## src/rtl/atm_pkg.sv

```systemverilog
// Shared types and constants for the ATM menu controller.
package atm_pkg;

  localparam int unsigned NUM_SCREENS = 4;

  localparam logic [1:0] SCR_BALANCE  = 2'd0;
  localparam logic [1:0] SCR_WITHDRAW = 2'd1;
  localparam logic [1:0] SCR_CURRENCY = 2'd2;
  localparam logic [1:0] SCR_TRANSFER = 2'd3;

  typedef enum logic [1:0] {
    StBrowse  = 2'd0,
    StConfirm = 2'd1,
    StRun     = 2'd2,
    StDone    = 2'd3
  } menu_state_e;

  function automatic logic [NUM_SCREENS-1:0] scr_onehot(input logic [1:0] scr);
    return NUM_SCREENS'(1) << scr;
  endfunction

endpackage

```

## src/rtl/sec_counter.sv

```systemverilog
// Saturating tick counter with clear and load; tc flags the tick that reaches MAX.
module sec_counter #(
  parameter int unsigned MAX = 3,
  parameter int unsigned W   = $clog2(MAX + 1)
) (
  input  logic         clk,
  input  logic         rst,
  input  logic         clear,
  input  logic         load,
  input  logic [W-1:0] load_val,
  input  logic         tick,
  output logic         tc
);

  localparam logic [W-1:0] Max  = W'(MAX);
  localparam logic [W-1:0] Last = W'(MAX - 1);

  logic [W-1:0] cnt_q;

  always_ff @(posedge clk) begin
    if (rst || clear) begin
      cnt_q <= '0;
    end else if (load) begin
      cnt_q <= load_val;
    end else if (tick && (cnt_q != Max)) begin
      cnt_q <= cnt_q + W'(1);
    end
  end

  // Asserted on the tick that completes the count so the FSM reacts one clk later.
  assign tc = tick && !clear && !load && (cnt_q >= Last);

endmodule

```

## src/rtl/atm_menu_ctrl.sv

```systemverilog
// ATM menu sequencer: browse screens, confirm, run and hold the completed operation.
// Optional idle timeout compiled in with MENU_TIMEOUT_EN.
module atm_menu_ctrl
  import atm_pkg::*;
#(
  parameter int unsigned IDLE_SECS = 30,
  parameter int unsigned DONE_HOLD = 3
) (
  input  logic       clk,
  input  logic       rst,
  input  logic       tick_1hz,
  input  logic       up_p,
  input  logic       down_p,
  input  logic       sel_p,
  input  logic       back_p,
  input  logic       op_done,
  output logic [1:0] screen,
  output logic [3:0] scr_rst,
  output logic       op_start,
  output logic       op_abort,
  output logic       busy,
  output logic [1:0] mstate
);

  menu_state_e state_q, state_d;
  logic [1:0]  screen_q, screen_d;
  logic        op_start_q, op_start_d;
  logic        op_abort_q, op_abort_d;
  logic        restart_q, restart_d;
  logic        hold_all_q;
  logic        done_tc;
  logic        idle_tc;

  sec_counter #(
    .MAX (DONE_HOLD)
  ) u_done_timer (
    .clk      (clk),
    .rst      (rst),
    .clear    (state_q != StDone),
    .load     (1'b0),
    .load_val ('0),
    .tick     (tick_1hz),
    .tc       (done_tc)
  );

`ifdef MENU_TIMEOUT_EN
  logic any_btn;
  assign any_btn = up_p | down_p | sel_p | back_p;

  sec_counter #(
    .MAX (IDLE_SECS)
  ) u_idle_timer (
    .clk      (clk),
    .rst      (rst),
    .clear    (any_btn || !((state_q == StBrowse) || (state_q == StConfirm))),
    .load     (1'b0),
    .load_val ('0),
    .tick     (tick_1hz),
    .tc       (idle_tc)
  );
`else
  assign idle_tc = 1'b0;
`endif

  always_ff @(posedge clk) begin
    if (rst) begin
      state_q    <= StBrowse;
      screen_q   <= SCR_BALANCE;
      op_start_q <= 1'b0;
      op_abort_q <= 1'b0;
      restart_q  <= 1'b0;
      hold_all_q <= 1'b1;
    end else begin
      state_q    <= state_d;
      screen_q   <= screen_d;
      op_start_q <= op_start_d;
      op_abort_q <= op_abort_d;
      restart_q  <= restart_d;
      hold_all_q <= 1'b0;
    end
  end

  always_comb begin
    state_d    = state_q;
    screen_d   = screen_q;
    op_start_d = 1'b0;
    op_abort_d = 1'b0;
    unique case (state_q)
      StBrowse: begin
        if (back_p) begin
          state_d = StBrowse;
        end else if (sel_p) begin
          state_d = StConfirm;
        end else if (up_p) begin
          screen_d = screen_q - 2'd1;
        end else if (down_p) begin
          screen_d = screen_q + 2'd1;
        end
      end
      StConfirm: begin
        if (back_p) begin
          state_d = StBrowse;
        end else if (sel_p) begin
          state_d    = StRun;
          op_start_d = 1'b1;
        end
      end
      StRun: begin
        // A finishing operation beats a cancel arriving in the same clk.
        if (op_done) begin
          state_d = StDone;
        end else if (back_p) begin
          state_d    = StBrowse;
          op_abort_d = 1'b1;
        end
      end
      StDone: begin
        if (done_tc) state_d = StBrowse;
      end
      default: state_d = StBrowse;
    endcase
    if (idle_tc) begin
      state_d  = StBrowse;
      screen_d = SCR_BALANCE;
    end
    restart_d = (screen_d != screen_q);
  end

  logic [NUM_SCREENS-1:0] sel_oh;

  always_comb begin
    sel_oh   = scr_onehot(screen_q);
    screen   = screen_q;
    mstate   = state_q;
    op_start = op_start_q;
    op_abort = op_abort_q;
    busy     = (state_q == StRun) || (state_q == StDone);
    scr_rst  = hold_all_q ? '1 : (~sel_oh | (restart_q ? sel_oh : '0));
  end

endmodule

```

## config.mk

```make
export PLATFORM = sky130hd
export DESIGN_NAME = atm_menu_ctrl
export DESIGN_NICKNAME = d
export VERILOG_FILES = /design/src/rtl/atm_pkg.sv /design/src/rtl/sec_counter.sv /design/src/rtl/atm_menu_ctrl.sv
export SDC_FILE = /design/constraint.sdc
export NUM_CORES = 1
export LEC_CHECK = 0
export ABC_AREA = 1
export BUFFER_PORTS_ARGS = -buffer_cell sky130_fd_sc_hd__buf_2
export CAP_MARGIN = 20
export CORE_AREA = 2 2 42 44
export DETAILED_ROUTE_END_ITERATION = 6
export DIE_AREA = 0 0 44 46
export HOLD_SLACK_MARGIN = 0.08
export PLACE_DENSITY_LB_ADDON = 0.3
export SYNTH_ARGS = -nofsm -noshare
export SYNTH_HDL_FRONTEND = slang
export SYNTH_HIERARCHICAL = 1
export SYNTH_SLANG_ARGS = --single-unit
```

## constraint.sdc

```tcl
create_clock -name clk -period 1.8 [get_ports clk]
set_input_delay 0.09 -clock clk [delete_from_list [all_inputs] [get_ports clk]]
set_output_delay 0.09 -clock clk [all_outputs]
set_load 0.01 [all_outputs]
```

==> results list <==
- For this run the aggregate overflow at the end of global routing stands at 0.
- Total of fill cells in the finished design: 180
- Net count, final: around 140
* Post-synthesis sequential area ratio: 0.311
* Register bit total from synthesis: 10
- Across the run, the number of max-cap violations was 0.
* Number of post-CTS setup repair buffers: 0
* CTS max path bufs: 2
- ANT nets after route: 0
- Synthesized area per cell: about 6.9 um2
- Wire length of the first global-routing pass: around 2.2 mm
* Row Count: 15
- Post-Route Setup TNS: 0 ps
- The die is between 40 and 50 um tall.
* Starting utilization of the core area: 0.399
* Initial drt markers: 6
* Synthesis-to-layout area growth: 26.8%
- In this run the critical register-to-register path is launched from screen[0].
- At the worst endpoint, the arrival time is around 1500 ps.
- Timing startpoint of the critical path: screen[0]
- The number of antenna diodes in the final layout is 0.
* Wire length after detailed routing: 1.26 mm
* Synthesis warning total: 6
- The cell area that synthesis handed to floorplanning was about 640 um2.
- Setup repair after global routing left no endpoint under its margin.
- 1st-pass router iterations: 2
- Most numerous cell in the Yosys netlist: sky130_fd_sc_hd__nand2_1
- Average wire per standard cell: around 9.1 um
- The worst setup path is of the flop to flop kind.
- STA classifies the critical path startpoint as a flop.
- Placeable core area: around 0.0016 mm2
* Core utilization of the finished layout: 0.506
- Data on the critical path is required at its endpoint by slightly below 2000 ps.
- Total clock buffers created by CTS: 3
- Layout cell share with drive strength beyond 1: 0.306
- In the routed design, unresolved DRC markers number 0.
* Clock tree from TritonCTS: yes
* Root Buffer Master: sky130_fd_sc_hd__clkbuf_4
- The run finished with clean final reports.
- Number of hold violations in the final report: 0
* Antenna violations before repair: 0
- The share of synthesized area in the top cell type comes to 0.311.
- CTS H-tree lvls: 1
- Setup violations remaining at the end of the flow were counted as 0.
- Reported leakage power: around 0.0004 uW
- Met3 usage in global routing: 0.0238
* Worst Path Max Fanout: 7
* Class of the worst hold path: input port to flop
- Worst hold path stage count: 3
- The clock period could shrink to roughly 1300 ps.
* Worst ir drop on vdd: 0.380 mV
- For this block, the via count after detailed routing is between 600 and 700.
* Post-Syn Instances: between 90 and 100
- IO Pins: 19
- Primary flip-flop cell chosen by synthesis mapping: sky130_fd_sc_hd__dfxtp_1
- Clock Skew: 1.38 ps
* Most area-consuming cells after synthesis: sky130_fd_sc_hd__dfxtp_1 31%, sky130_fd_sc_hd__nand2_1 15%, sky130_fd_sc_hd__ha_1 12%
- Sinks on Clock Net: 10
- Vias per cell: ~4.6
- The floorplan step defined a die boundary enclosing around 0.002 mm2.
- For met2 alone, demand over resource in global routing was 0.271.
- Pin count of the biggest net entering global routing: 10
- Clock-pin slew on the worst setup and hold paths: around 60 ps
* Register-to-Register Path Depth: 6
- At the later pin of the worst-skew pair, clock insertion delay measures 260 ps.
- In this run the most used layer during global routing was met2.
- Dividing total power by cell area gives a power density of 641 mW/mm2.
- GPL Wtd Cong: around 0.8
* Via count of the first global-routing pass: ~570
- Most numerous cell types in the synthesized netlist: 25 x sky130_fd_sc_hd__nand2_1, 10 x sky130_fd_sc_hd__dfxtp_1, 10 x sky130_fd_sc_hd__inv_1
* Worst Hold Launch: up_p
* Number of unique standard cell types used by synthesis: 23
- Of the available clock period, the critical path in the final layout requires 0.738.
- The count of final max-slew check failures was 0.
- Summed over all instances, the cell type with the most area after synthesis is sky130_fd_sc_hd__dfxtp_1.
* Capturing element type of the critical path: flop
- Fraction of registers with async set or reset after synthesis: 0
* Max Clk Rate: about 750 MHz
- GR Util met1: 0.166
- Measured along the x axis, the die boundary spans ~44 um.
- Number of enable-type register cells in the synthesized netlist: 0
- Input/output buffers: 18
- Final HPWL DP: 1.01 mm
- Tot GR Track Use: 0.156
per-layer routing:
metal	share of wire	up-vias
li1	-	346
met1	0.43	271
met2	0.50	14
met3	0.048	4
met4	0.024	0
met5	0	-
kinds of logic after synthesis:
family | after synthesis | share of synthesized area
AND/OR/NAND/NOR | 46 | 0.346
flip-flops | 10 | 0.311
other | 1 | 0.00582
adder cells (fa/ha/maj) | 6 | 0.117
buffers and inverters | 16 | 0.0932
AO/OA/AOI/OAI | 14 | 0.128
worst max-delay path, cell delays in order, from the launching register on:
cell and delay (ps):
sky130_fd_sc_hd__dfxtp_1 440, sky130_fd_sc_hd__inv_2 90, sky130_fd_sc_hd__ha_1 310, sky130_fd_sc_hd__a21oi_1 140
sky130_fd_sc_hd__o21ai_0 90, sky130_fd_sc_hd__nand3_1 80, sky130_fd_sc_hd__a21oi_1 60
cell type report:
type	count	area [um2]	share of cell area
Timing Repair Buffer	20	110	0.135
Clock buffer	3	22.5	0.0276
Multi-Input combinational cell	73	407	0.498
Inverter	15	56.3	0.0689
Sequential cell	10	200	0.245
Tap cell	17	21.3	0.0260
cells in the final DEF, fill, tap and decap left out, drive strengths merged:
cell	count
a21oi	6
conb	7
nand2	28
nor3	4
nor2	6
buf	18
dfxtp	10
nand4	1
o22ai	1
nor4	1
nand3	5
inv	15
ha	6
clkbuf	3
o21ai	7
nor3b	1
dlygate4sd3	2
sequential cells by signal, summed over array words and instances, names as in the netlist:
register	count
op_start	1
mstate	2
u_done_timer/cnt_q	2
screen	2
op_abort	1
restart_q	1
hold_all_q	1
power breakdown:
group,switching (uW),internal (uW)
sequential,12.1,232
combinational,75.7,50.0
clock,76.3,77.3
total,164,360
metrics by stage:
step / hold slack, ps / std cells / setup slack, ps / area (um2) / power, uW
2_1_floorplan: 118 / 99 / 512 / 667 / 331
3_3_place_gp: 300 / 133 / 534 / 774 / 369
3_5_place_dp: 306 / 133 / 475 / 774 / 372
4_1_cts: 131 / 138 / 456 / 817 / 530
5_1_grt: 168 / 138 / 345 / 817 / 556
6_report: 132 / 138 / 472 / 817 / 524
timing repair:
item,4_1_cts,5_1_grt
gates resized for setup,0,0
hold buffers,2,0
hold endpoints to repair,2,0
worst paths after layout:
check | end | slack, ps
max | screen[1] | 470
max reg2reg | screen[1] | 470
min | restart_q | 130
min reg2reg | mstate[0] | 530
No activity file was read; power rests on OpenSTA's default activity.
